## src/rtl/operand_fetch.sv

```systemverilog
// Operand fetch stage: register-bank read with writeback bypass, per-register busy scoreboard,
// one-entry output slot and hazard stall counter. Optional macro REG0_ZERO_EN hardwires register 0 to zero.
`timescale 1ns/1ps
module operand_fetch #(
    parameter int ADDR_SIZE = 5,
    parameter int WORD_SIZE = 32
) (
    input  logic                 clk,
    input  logic                 reset,
    input  logic                 in_valid,
    output logic                 in_ready,
    input  logic [ADDR_SIZE-1:0] in_rs1,
    input  logic [ADDR_SIZE-1:0] in_rs2,
    input  logic [ADDR_SIZE-1:0] in_rd,
    input  logic                 in_rd_en,
    output logic [ADDR_SIZE-1:0] rf_rad1,
    output logic [ADDR_SIZE-1:0] rf_rad2,
    input  logic [WORD_SIZE-1:0] rf_rdat1,
    input  logic [WORD_SIZE-1:0] rf_rdat2,
    input  logic                 wb_w,
    input  logic [ADDR_SIZE-1:0] wb_wad,
    input  logic [WORD_SIZE-1:0] wb_wdat,
    output logic                 out_valid,
    input  logic                 out_ready,
    output logic [WORD_SIZE-1:0] out_op1,
    output logic [WORD_SIZE-1:0] out_op2,
    output logic [ADDR_SIZE-1:0] out_rd,
    output logic                 out_rd_en,
    output logic [15:0]          stall_cnt
);

    localparam int NREG = 1 << ADDR_SIZE;

    typedef enum logic {
        EMPTY = 1'b0,
        FULL  = 1'b1
    } slot_t;

    slot_t                 state_q, state_d;
    logic [NREG-1:0]       busy_q;
    logic [NREG-1:0]       set_mask;
    logic [NREG-1:0]       clr_mask;
    logic [15:0]           stall_cnt_q;
    logic [WORD_SIZE-1:0]  op1_p1, op2_p1;
    logic [ADDR_SIZE-1:0]  rd_p1;
    logic                  rd_en_p1;

    logic                  rs1_zero, rs2_zero, rd_zero;
    logic                  rs1_wb_hit, rs2_wb_hit;
    logic                  rs1_busy, rs2_busy, rd_busy;
    logic                  hazard, accept;
    logic [WORD_SIZE-1:0]  op1_p0, op2_p0;

    function automatic logic [15:0] sat_inc16(input logic [15:0] v);
        return (v == 16'hFFFF) ? v : v + 16'd1;
    endfunction

`ifdef REG0_ZERO_EN
    assign rs1_zero = (in_rs1 == '0);
    assign rs2_zero = (in_rs2 == '0);
    assign rd_zero  = (in_rd  == '0);
`else
    assign rs1_zero = 1'b0;
    assign rs2_zero = 1'b0;
    assign rd_zero  = 1'b0;
`endif

    // ---- stage p0: read, bypass, hazard detection ----
    assign rf_rad1 = in_rs1;
    assign rf_rad2 = in_rs2;

    assign rs1_wb_hit = wb_w && (wb_wad == in_rs1);
    assign rs2_wb_hit = wb_w && (wb_wad == in_rs2);

    // A bit being cleared by this cycle's writeback no longer blocks issue.
    assign rs1_busy = !rs1_zero && busy_q[in_rs1] && !rs1_wb_hit;
    assign rs2_busy = !rs2_zero && busy_q[in_rs2] && !rs2_wb_hit;
    assign rd_busy  = !rd_zero  && busy_q[in_rd]  && !(wb_w && (wb_wad == in_rd));

    assign hazard   = rs1_busy || rs2_busy || (in_rd_en && rd_busy);
    assign in_ready = !reset && !hazard && ((state_q == EMPTY) || out_ready);
    assign accept   = in_valid && in_ready;

    assign op1_p0 = rs1_zero ? '0 : (rs1_wb_hit ? wb_wdat : rf_rdat1);
    assign op2_p0 = rs2_zero ? '0 : (rs2_wb_hit ? wb_wdat : rf_rdat2);

    always_comb begin
        clr_mask = '0;
        set_mask = '0;
        if (wb_w)
            clr_mask[wb_wad] = 1'b1;
        if (accept && in_rd_en && !rd_zero)
            set_mask[in_rd] = 1'b1;
    end

    always_comb begin
        state_d = state_q;
        if (state_q == EMPTY) begin
            if (accept)
                state_d = FULL;
        end else begin
            if (out_ready && !accept)
                state_d = EMPTY;
        end
    end

    // ---- stage p1: output slot, scoreboard, counter ----
    always_ff @(posedge clk) begin
        if (reset) begin
            state_q     <= EMPTY;
            busy_q      <= '0;
            stall_cnt_q <= '0;
        end else begin
            state_q <= state_d;
            // Set is applied after clear so a same-cycle set on the written address wins.
            busy_q  <= (busy_q & ~clr_mask) | set_mask;
            if (in_valid && hazard)
                stall_cnt_q <= sat_inc16(stall_cnt_q);
        end
    end

    always_ff @(posedge clk) begin
        if (reset) begin
            op1_p1   <= '0;
            op2_p1   <= '0;
            rd_p1    <= '0;
            rd_en_p1 <= 1'b0;
        end else if (accept) begin
            op1_p1   <= op1_p0;
            op2_p1   <= op2_p0;
            rd_p1    <= in_rd;
            rd_en_p1 <= in_rd_en;
        end
    end

    assign out_valid = (state_q == FULL);
    assign out_op1   = op1_p1;
    assign out_op2   = op2_p1;
    assign out_rd    = rd_p1;
    assign out_rd_en = rd_en_p1;
    assign stall_cnt = stall_cnt_q;

endmodule

```

## config.mk

```make
export PLATFORM = sky130hd
export DESIGN_NAME = operand_fetch
export DESIGN_NICKNAME = d
export VERILOG_FILES = /design/src/rtl/operand_fetch.sv
export SDC_FILE = /design/constraint.sdc
export NUM_CORES = 1
export LEC_CHECK = 0
export CELL_PAD_IN_SITES_DETAIL_PLACEMENT = 0
export CELL_PAD_IN_SITES_GLOBAL_PLACEMENT = 1
export CORE_UTILIZATION = 38
export CTS_CLUSTER_SIZE = 12
export DETAILED_ROUTE_END_ITERATION = 8
export PLACE_DENSITY = 0.86
export SLEW_MARGIN = 10
export SYNTH_ARGS = -nofsm -noshare
export SYNTH_HDL_FRONTEND = slang
export SYNTH_SLANG_ARGS = --single-unit
```

## constraint.sdc

```tcl
create_clock -name clk -period 9.1 [get_ports clk]
set_clock_uncertainty 0.2 [all_clocks]
set_input_delay 1.365 -clock clk [delete_from_list [all_inputs] [get_ports clk]]
set_output_delay 1.365 -clock clk [all_outputs]
set_load 0.05 [all_outputs]
```

Yosys cells after proc, flatten, opt, wreduce, memory -nomap -nowiden
Cells that the tools add are included.
W data, S select, Z words.
Word-level totals
  register bits after elaboration: 119
  input bits: 122
  output and inout port bits: 98
Operators by class
  order comparisons: 6
  bitwise operators: 5
  add/subtract/negate cells: 1
  mux-type cells: 17
  reduce and logical (&&, ||, !) cells: 25
  eq/ne operators: 4
Operator list (count)
  $mux W32: 4
  $and A32 B32 Y32: 1
  $not A32 Y32: 1
  $or A32 B32 Y32: 1
  $lt A5 B6 Y1 const B: 4
  $add A16 B1 Y16 const B: 1
  $eq A16 B16 Y1 const B: 1
  $bmux W1 S5: 3
  $eq A5 B5 Y1: 3
  $logic_and A1 B1 Y1: 15
  $demux W1 S5: 2
  $ge A5 B1 Y1 const B: 2
  $mux W1: 8
  $logic_not A1 Y1: 6
  $logic_or A1 B1 Y1: 3
  $not A1 Y1: 2
  $reduce_and A2 Y1: 1

Longest topological paths before layout
Gate-level depths: netlist (run 1).
  depth in word-level cells: 14
  gate-level depth with buffers: 11

Worst setup path after synthesis (run 1)
No wires, ideal clock.
  path type: input to output
  start point: input port in_rs1[0]
  end point: output port in_ready
  cell stages on the path: 8
  arrival time: 3.413 ns
  slack: 4.122 ns
  path through: buf_4 -> mux4_2 -> mux4_2 -> and2_4 -> o21bai_4 -> o221ai_2 -> nor3_2 -> buf_2
On the way
  cells in the longest elaborated chain, start to end: 9
  elaborated cells on any way between the ends: 11
RTL lines
  start, declared: line 12  | input logic [ADDR_SIZE-1:0] in_rs1,
  parallel branches: the longest is 3 deep, another holds $bmux W1 S5
  $logic_and A1 B1 Y1 (*): line 76  | assign rs1_busy = !rs1_zero && busy_q[in_rs1] && !rs1_wb_hit;
  $logic_or A1 B1 Y1 (*) (2 in a row): line 80  | assign hazard = rs1_busy || rs2_busy || (in_rd_en && rd_busy);
  $logic_not A1 Y1 (*): line 81  | assign in_ready = !reset && !hazard && ((state_q == EMPTY) || out_ready);
  $logic_and A1 B1 Y1 (*) (2 in a row): line 81
  end, declared: line 11  | output logic in_ready,
Mark *: on every way between the ends. The select of a mux whose other input is x is not followed.

Final worst setup path (run 1)
  start point: input port in_rd[1]
  end point: output port in_ready
On the way
  cells in the longest elaborated chain, start to end: 9
  elaborated cells on any way between the ends: 11
RTL lines
  start, declared: line 14  | input logic [ADDR_SIZE-1:0] in_rd,
  parallel branches: the longest is 3 deep, another holds $bmux W1 S5
  $logic_and A1 B1 Y1 (*): line 78  | assign rd_busy = !rd_zero && busy_q[in_rd] && !(wb_w && (wb_wad == in_rd));
  $logic_and A1 B1 Y1 (*): line 80
  $logic_or A1 B1 Y1 (*): line 80
  $logic_not A1 Y1 (*): line 81
  $logic_and A1 B1 Y1 (*) (2 in a row): line 81
Marked as above.

==> impl_metrics.ini, run 1 <==
[routing]
ant_nets = 0
detail_route.wl_per_cell_microns = 20.5
drc = 0
drt_iter0_drc = 441
vias = 6617
finalWirelength_microns = 23100
drtPass1Iterations = 5
post_drt_via_cell_ratio = 5.86

[setup_path]
critPathTopFamily = buffers and inverters
cp_num_buf_inv = 2
r2r_cells = 8
slowest_delay_ns = 1.28
r2r_slack_ns = 5.48
crit_end = in_ready
r2r-end = stall_cnt[15]
cp_max_fo = 22
startpoint_type = input pin
cp_slowest_cell = clkdlybuf4s50_1
startpoint = in_rd[1]
cpMostUsedCell = clkdlybuf4s50_1
path_cells = clkdlybuf4s50_1 > mux2i_1 > o22ai_1 > nor4_1 > mux2_2 > o221ai_2 > nor3_4 > clkdlybuf4s50_1
end_kind = output port
path_class = input pin to output port
worst-path-stages = 8
reg2reg_from = busy_q[3]
cp.required_ns = 7.54
worstPathArrival_ns = 4.96

[timing]
grt_setup_unrepaired = false
tightest_slew_ns = 1.22
slew_violations = 0
period_needed_ns = 6.53
period_share = 0.717
finalHoldViolations = 0
fmax_ghz = 0.153
setup_ws_ns = 2.57
fin_setup_tns_ns = 0
setup_viol_count_final = 0
slew_headroom = 0.186

[logic_synthesis]
yosysWarnings = 0
synth_edf_count = 0
yosys.area.top_type = dfxtp_1
synth_area_leaders = dfxtp_1, mux2i_1, a311oi_1
syn-cell-area_sq_um = 6900
synth-seq-area-share = 0.345
syn_inst = 732
ys_seq_elements = 119
yosysUniqueCellTypes = 56
avgSynthCellArea_sq_um = 9.42
syn_nets = 855
ys.flop_type = dfxtp_1
synth-async-reset-ratio = 0
synth_top_area_frac = 0.345

[clocking]
clock-sinks = 119
clock-root-buffer = clkbuf_16
postCtsSetupRepairBufs = 0
ctsLongestPathBuffers = 2
cts_tree = done
clk_pin_slew_ns = 0.05
htreeDepth = 4
numCtsBuffers = 17
cts_hold_buffers = 0
cts.repair.resized = 0
clk_latency_ns = 0.42

[finish]
diodes = 0
nFillCells = 1591
final_common_cell = clkdlybuf4s50_1
final_cell_mix = clkdlybuf4s50_1, dfxtp_1, mux2i_1, a21oi_1, a311oi_1
area_growth_pct = 38.6
drive_gt1_frac = 0.0961
final_nets = 1016

[placed_design]
port-buffer-count = 219
dp_slack_ns = 2.59
hpwl_microns = 15900
place.gp.congestion = 0.934

[floorplanning]
die-area_sq_um = 18700
rows = 48
die_w_microns = 137
top_level_ports = 220
start_util = 0.393
core_area_sq_um = 17500
die_y_microns = 137

[power]
vdd_drop_max_mv = 0.131
powerDensity_nw_per_um2 = 168
p_leak_nw = 3.08

[job]
cap_violations = 0

[status]
status = completed

[global_routing]
grt_pass1_vias = 6331
grt_pass1_wl_microns = 35600
grt_overflow = 0
antenna_found_initial = 0
grt_start_max_net_pins = 74
grt_usage = 0.252

[min_path]
hp-class = flip-flop to flip-flop
[area by class of cell]
| class | count | area, sq um | area share |
|---|---|---|---|
| clock inverters | 10 | 129 | 0.0135 |
| inverters | 2 | 7.51 | 0.000785 |
| flip-flops and latches | 119 | 2380 | 0.249 |
| repair buffers | 227 | 2240 | 0.235 |
| multi-input cells | 526 | 4060 | 0.425 |
| well taps | 225 | 282 | 0.0295 |
| clock buffers | 21 | 450 | 0.0471 |
[synthesized netlist by cell type, types with 2 or more instances]
cell type	instances
nand3_2	2
mux2i_1	84
buf_2	9
o21ai_1	36
or2_2	2
a311oi_2	14
nand3_1	18
nand2b_1	3
or4_1	12
buf_4	17
o22ai_1	9
nor3b_1	6
a41oi_1	2
inv_1	2
nor2_1	12
and2_1	2
mux2_2	3
or3_1	2
mux2_1	8
mux4_2	14
buf_6	9
clkbuf_1	47
or3b_1	3
and3_1	8
nand2_1	33
dfxtp_1	119
nor2b_1	30
nor3_1	2
a21oi_1	77
nand3b_1	25
a311oi_1	50
xor2_1	8
xnor2_1	7
buf_1	3
nand4_1	3
nor4_1	5
o31ai_1	12
o21ai_0	16
[how the worst min path moves through the flow]
| stage | endpoint | depth (start not counted) | start |
|---|---|---|---|
| after floorplan | busy_q[5] | 2 | busy_q[5] |
| after global placement | out_valid | 2 | out_valid |
| after detailed placement | out_valid | 2 | out_valid |
| after CTS | out_valid | 2 | out_valid |
| after global routing | out_valid | 2 | out_valid |
| final | out_valid | 2 | out_valid |
[metrics by stage]
stage,std cells,utilization,power [W],hold slack (ns),instance area (sq um)
2_1_floorplan,732,-,0.000802,0.275,6900
3_3_place_gp,1099,0.512,0.000936,0.269,8980
3_5_place_dp,1099,0.512,0.000935,0.277,8980
4_1_cts,1130,0.545,0.00161,0.296,9560
5_1_grt,1130,0.545,0.00166,0.321,9560
6_report,1130,0.545,0.00160,0.292,9560
[worst reg2reg max path, stage by stage, from the launching register on]
cell,delay [ns]
dfxtp_1,0.38
mux4_2,0.49
mux4_2,0.45
and2_4,0.18
o21bai_4,0.13
o221a_4,0.58
buf_4,0.60
nor4_1,0.17
mux2_1,0.34
[where the power goes]
group	switching, W	internal (W)	total, W	leakage, nW
clock	0.000243	0.000433	0.000676	0.290
sequential	0.0000146	0.000547	0.000562	0.970
combinational	0.000223	0.000142	0.000365	1.82
total	0.000481	0.00112	0.00160	3.08
[layer usage]
| layer | part of all wire | track usage | vias to the layer above |
|---|---|---|---|
| met5 | 0 | 0 | - |
| met4 | 0.022 | 0.0988 | 0 |
| met3 | 0.10 | 0.0993 | 41 |
| met2 | 0.45 | 0.379 | 308 |
| met1 | 0.43 | 0.322 | 3156 |
| li1 | - | - | 3112 |
[kinds of logic (layout without fill, tap and decap cells)]
family | Yosys count | count (layout) | synth area share
multiplexers | 109 | 109 | 0.186
adder cells (fa/ha/maj) | 1 | 1 | 0.00181
XOR/XNOR | 15 | 15 | 0.0191
AO/OA/AOI/OAI | 223 | 223 | 0.224
AND/OR/NAND/NOR | 178 | 178 | 0.156
buffers and inverters | 87 | 260 | 0.0680
flip-flops | 119 | 119 | 0.345
[sequential cells by signal, summed over array words and instances, names as in the netlist]
| name | cells |
|---|---|
| stall_cnt | 16 |
| out_rd_en | 1 |
| out_op1 | 32 |
| out_rd | 5 |
| busy_q | 32 |
| out_op2 | 32 |
| out_valid | 1 |
(Power assumes the default switching activity.)
==> run 2, diff against run 1 <==
--- a/config.mk
+++ b/config.mk
@@ -7,10 +7,10 @@
 export LEC_CHECK = 0
 export CELL_PAD_IN_SITES_DETAIL_PLACEMENT = 0
 export CELL_PAD_IN_SITES_GLOBAL_PLACEMENT = 1
-export CORE_UTILIZATION = 38
+export CORE_UTILIZATION = 35
 export CTS_CLUSTER_SIZE = 12
 export DETAILED_ROUTE_END_ITERATION = 8
-export PLACE_DENSITY = 0.86
+export PLACE_DENSITY = 0.8
 export SLEW_MARGIN = 10
 export SYNTH_ARGS = -nofsm -noshare
 export SYNTH_HDL_FRONTEND = slang
==> constraint.sdc (replaced) <==
create_clock -name clk -period 6.84 [get_ports clk]
set_clock_uncertainty 0.2 [all_clocks]
set_input_delay 1.026 -clock clk [delete_from_list [all_inputs] [get_ports clk]]
set_output_delay 1.026 -clock clk [all_outputs]
set_load 0.05 [all_outputs]
==> impl_metrics.ini, run 2 (same netlist as run 1, synthesis figures left out) <==
[setup_path]
path_class = input pin to output port
end_kind = output port
path_cells = clkdlybuf4s50_1 > mux2i_1 > o22ai_1 > nor4_1 > mux2_2 > o221ai_2 > nor3_4 > clkdlybuf4s50_1
critPathTopFamily = buffers and inverters
cp_num_buf_inv = 2
cp_slowest_cell = clkdlybuf4s50_1
cpMostUsedCell = clkdlybuf4s50_1
reg2reg_from = busy_q[3]
r2r-end = out_op1[4]
r2r_cells = 8
cp_max_fo = 22
cp.required_ns = 5.61
slowest_delay_ns = 1.23
worstPathArrival_ns = 4.55
startpoint_type = input pin
r2r_slack_ns = 3.23

[finish]
drive_gt1_frac = 0.100
final_cell_mix = clkdlybuf4s50_1, dfxtp_1, mux2i_1, a21oi_1, a311oi_1
final_nets = 1016
final_common_cell = clkdlybuf4s50_1
multiInputGateArea_sq_um = 4060
area_growth_pct = 39.6
nFillCells = 1829
diodes = 0
ff_latch_area_sq_um = 2380

[clocking]
htreeDepth = 4
postCtsSetupRepairBufs = 0
cts_hold_buffers = 0
cts.repair.resized = 0
clock-sinks = 119
clock-root-buffer = clkbuf_16
cts_tree = done
clk_pin_slew_ns = 0.06
numCtsBuffers = 17
clk_latency_ns = 0.42
ctsLongestPathBuffers = 2

[floorplanning]
top_level_ports = 220
start_util = 0.363
die_y_microns = 142
core_area_sq_um = 19000
die-area_sq_um = 20300
die_w_microns = 142
rows = 50

[placed_design]
dp_slack_ns = 1.10
place.gp.congestion = 0.882
hpwl_microns = 16100
port-buffer-count = 219

[min_path]
min_to = out_valid
hp-class = flip-flop to flip-flop
hold_path_depth = 2
min-delay-start = out_valid

[timing]
period_share = 0.844
slew_violations = 0
slew_headroom = 0.225
finalHoldViolations = 0
fin_setup_tns_ns = 0
grt_setup_unrepaired = false
setup_viol_count_final = 0
setup_ws_ns = 1.07
tightest_slew_ns = 1.16
period_needed_ns = 5.77
fmax_ghz = 0.173

[global_routing]
grt-busiest-layer = met2
grt_overflow = 0
grt_use_met2 = 0.361
grt_pass1_wl_microns = 36600
grt_pass1_vias = 6209
grt_start_max_net_pins = 67
grtUsageMet1 = 0.312
grt_usage = 0.238
antenna_found_initial = 0
grt_util_met3 = 0.0797

[power]
vdd_drop_max_mv = 0.176
powerDensity_nw_per_um2 = 224
p_leak_nw = 3.06

[routing]
finalWirelength_microns = 23900
drtPass1Iterations = 4
vias = 6652
detail_route.wl_per_cell_microns = 20.5
drc = 0
ant_nets = 0
post_drt_via_cell_ratio = 5.70
drt_iter0_drc = 470

[job]
cap_violations = 0

[status]
status = completed
## run 2: cell types whose count changed in the layout (fill, tap and decap cells not counted)
cell / before / now
clkinvlp_4: 0 / 6
clkinv_2: 6 / 2
clkbuf_1: 3 / 0
clkinv_4: 1 / 3
clkbuf_8: 1 / 0
inv_6: 0 / 1
## run 2: stage by stage
| stage | area (sq um) | total power, W | instances | hold slack, ns | utilization |
|---|---|---|---|---|---|
| floorplan | 6900 | 0.00107 | 732 | 0.275 | - |
| global placement | 9020 | 0.00125 | 1134 | 0.275 | 0.474 |
| detailed placement | 9020 | 0.00124 | 1134 | 0.280 | 0.474 |
| CTS | 9630 | 0.00217 | 1166 | 0.290 | 0.506 |
| global route | 9630 | 0.00224 | 1166 | 0.313 | 0.506 |
| finish | 9630 | 0.00216 | 1166 | 0.280 | 0.506 |
## run 2: final cells by class
cell class | count | area share
multi-input cells | 526 | 0.422
clock buffers | 17 | 0.0442
inverters | 2 | 0.000780
clock inverters | 15 | 0.0187
flip-flops and latches | 119 | 0.247
repair buffers | 227 | 0.233
well taps | 260 | 0.0338
## run 2: routing by layer
metal / wire [microns] / vias up
met5: 0 / -
met4: 436 / 0
met3: 2160 / 35
met2: 10900 / 312
met1: 10300 / 3183
li1: - / 3122
## run 2: worst min-delay path, delay by kind of cell (launching register included)
family             cells  cell delay [ns]
DFF                    1             0.32
and+or+nand+nor        1             0.07
AOI/OAI and AO/OA      1             0.05
## run 2: power by group
group	switching (W)	internal, W	leakage (nW)	total, W
Sequential	0.0000189	0.000727	0.970	0.000746
Clock	0.000355	0.000573	0.277	0.000928
Combinational	0.000296	0.000189	1.82	0.000485
Total	0.000670	0.00149	3.06	0.00216
## run 2: how the worst max path moves through the flow
stage / start / end / slack (ns) / depth (start not counted)
floorplan: in_rs1[0] / in_ready / 2.54 / 8
global placement: in_rd[1] / in_ready / 1.09 / 8
detailed placement: in_rd[1] / in_ready / 1.10 / 8
CTS: in_rd[1] / in_ready / 1.09 / 8
global route: in_rd[1] / in_ready / 0.93 / 8
finish: in_rd[1] / in_ready / 1.07 / 8
==> run 3, diff against run 2 <==
--- a/config.mk
+++ b/config.mk
@@ -7,10 +7,10 @@
 export LEC_CHECK = 0
 export CELL_PAD_IN_SITES_DETAIL_PLACEMENT = 0
 export CELL_PAD_IN_SITES_GLOBAL_PLACEMENT = 1
-export CORE_UTILIZATION = 35
+export CORE_UTILIZATION = 32
 export CTS_CLUSTER_SIZE = 12
 export DETAILED_ROUTE_END_ITERATION = 8
-export PLACE_DENSITY = 0.8
+export PLACE_DENSITY = 0.77
 export SLEW_MARGIN = 10
 export SYNTH_ARGS = -nofsm -noshare
 export SYNTH_HDL_FRONTEND = slang
==> constraint.sdc (replaced) <==
create_clock -name clk -period 4.7 [get_ports clk]
set_clock_uncertainty 0.2 [all_clocks]
set_input_delay 0.705 -clock clk [delete_from_list [all_inputs] [get_ports clk]]
set_output_delay 0.705 -clock clk [all_outputs]
set_load 0.05 [all_outputs]
==> impl_metrics.ini, run 3 (same netlist as run 1, synthesis figures left out) <==
[global_routing]
grt_pass1_wl_microns = 36400
grt_usage = 0.216
grt_overflow = 0
grt_start_max_net_pins = 68
grt_pass1_vias = 6430
antenna_found_initial = 0

[timing]
period_share = 0.928
finalHoldViolations = 0
slew_violations = 0
grt_setup_unrepaired = false
slew_headroom = 0.449
tightest_slew_ns = 0.827
fmax_ghz = 0.229
setup_viol_count_final = 0
period_needed_ns = 4.36
fin_setup_tns_ns = 0

[setup_path]
worstPathArrival_ns = 3.46
cp.required_ns = 3.80
cp_slowest_cell = clkdlybuf4s50_1
critPathTopFamily = multiplexers
end_kind = output port
cpMostUsedCell = mux4_2
cp_max_fo = 5
path_class = input pin to output port
cp_num_buf_inv = 2
startpoint_type = input pin
path_cells = clkdlybuf4s50_1 > mux4_2 > mux4_2 > and2_4 > o21bai_4 > o221ai_2 > nor3_4 > buf_12
slowest_delay_ns = 0.64

[placed_design]
place.gp.congestion = 0.858
port-buffer-count = 219
hpwl_microns = 16100
place_inst = 1158

[floorplanning]
die-area_sq_um = 22100
rows = 53
top_level_ports = 220
die_y_microns = 149
core_area_sq_um = 21100
start_util = 0.327
die_w_microns = 149

[finish]
multiInputGateArea_sq_um = 4060
stdcell_count = 1190
area_growth_pct = 42.5
final_util = 0.466
drive_gt1_frac = 0.110
final_common_cell = clkdlybuf4s50_1
ff_latch_area_sq_um = 2380
final_cell_mix = clkdlybuf4s50_1, dfxtp_1, mux2i_1, a21oi_1, a311oi_1
nFillCells = 2092
diodes = 0
final_nets = 1025

[clocking]
clock-sinks = 119
postCtsSetupRepairBufs = 0
htreeDepth = 4
clock-root-buffer = clkbuf_16
cts_tree = done
cts_hold_buffers = 0
clk_latency_ns = 0.41
ctsLongestPathBuffers = 2
clk_pin_slew_ns = 0.06
numCtsBuffers = 17
cts.repair.resized = 0

[power]
vdd_drop_max_mv = 0.233
p_leak_nw = 3.17
powerDensity_nw_per_um2 = 335

[status]
status = completed

[routing]
drt_iter0_drc = 448
finalWirelength_microns = 23700
drtPass1Iterations = 5
detail_route.wl_per_cell_microns = 19.9
post_drt_via_cell_ratio = 5.56
ant_nets = 0
drc = 0
vias = 6614

[job]
cap_violations = 0

[min_path]
hp-class = flip-flop to flip-flop
[run 3: changes by cell type in the layout (fill, tap and decap cells not counted)]
cell	before	now
buf_12	0	4
buf_4	9	15
bufinv_16	3	5
clkbuf_8	0	2
clkdlybuf4s50_1	217	216
clkinv_2	2	0
clkinv_4	3	2
clkinvlp_4	6	3
inv_6	1	3
[run 3: worst register-to-register path: stages (launching register included)]
cell and delay [ns]:
dfxtp_1 0.37, mux4_2 0.48, mux4_2 0.50, and2_4 0.19, o21bai_4 0.14, o221a_4 0.28
buf_12 0.27, nand2_2 0.23, mux2_1 0.38
[run 3: power by group]
| part | internal, W | switching [W] | leakage [nW] |
|---|---|---|---|
| Clock | 0.000976 | 0.000510 | 0.317 |
| Combinational | 0.000287 | 0.000433 | 1.88 |
| Sequential | 0.00106 | 0.0000271 | 0.970 |
[run 3: path summary, 6_finish.rpt]
path              from   endpoint  slack, ns  cells after the start
max          in_rs1[0]   in_ready       0.34                      8
min          out_valid  out_valid       0.28                      2
max reg2reg  busy_q[8]  out_rd_en       1.55                      8
min reg2reg  out_valid  out_valid       0.28                      2
[run 3: area by class of cell]
cell class	instances	share of cell area
timing repair buffer	236	0.240
tap	275	0.0350
clock inverter	13	0.0220
inverter	2	0.000764
sequential	119	0.242
clock buffer	19	0.0461
multi-input combinational	526	0.413
[run 3: stage by stage]
step | worst slack [ns] | total power (W) | hold slack (ns) | area (sq um)
2_1_floorplan | 1.04 | 0.00155 | 0.275 | 6900
3_3_place_gp | 0.340 | 0.00183 | 0.281 | 9160
3_5_place_dp | 0.318 | 0.00183 | 0.275 | 9160
4_1_cts | 0.306 | 0.00332 | 0.290 | 9830
5_1_grt | 0.240 | 0.00342 | 0.321 | 9830
6_report | 0.339 | 0.00329 | 0.281 | 9830
[run 3: layer usage]
metal	wire, microns	part of all wire	track usage	up-vias
met1	10000	0.42	0.274	3149
met4	497	0.021	0.0781	0
met2	10900	0.46	0.332	287
met3	2300	0.097	0.0817	37
li1	-	-	-	3141
met5	0	0	0	-
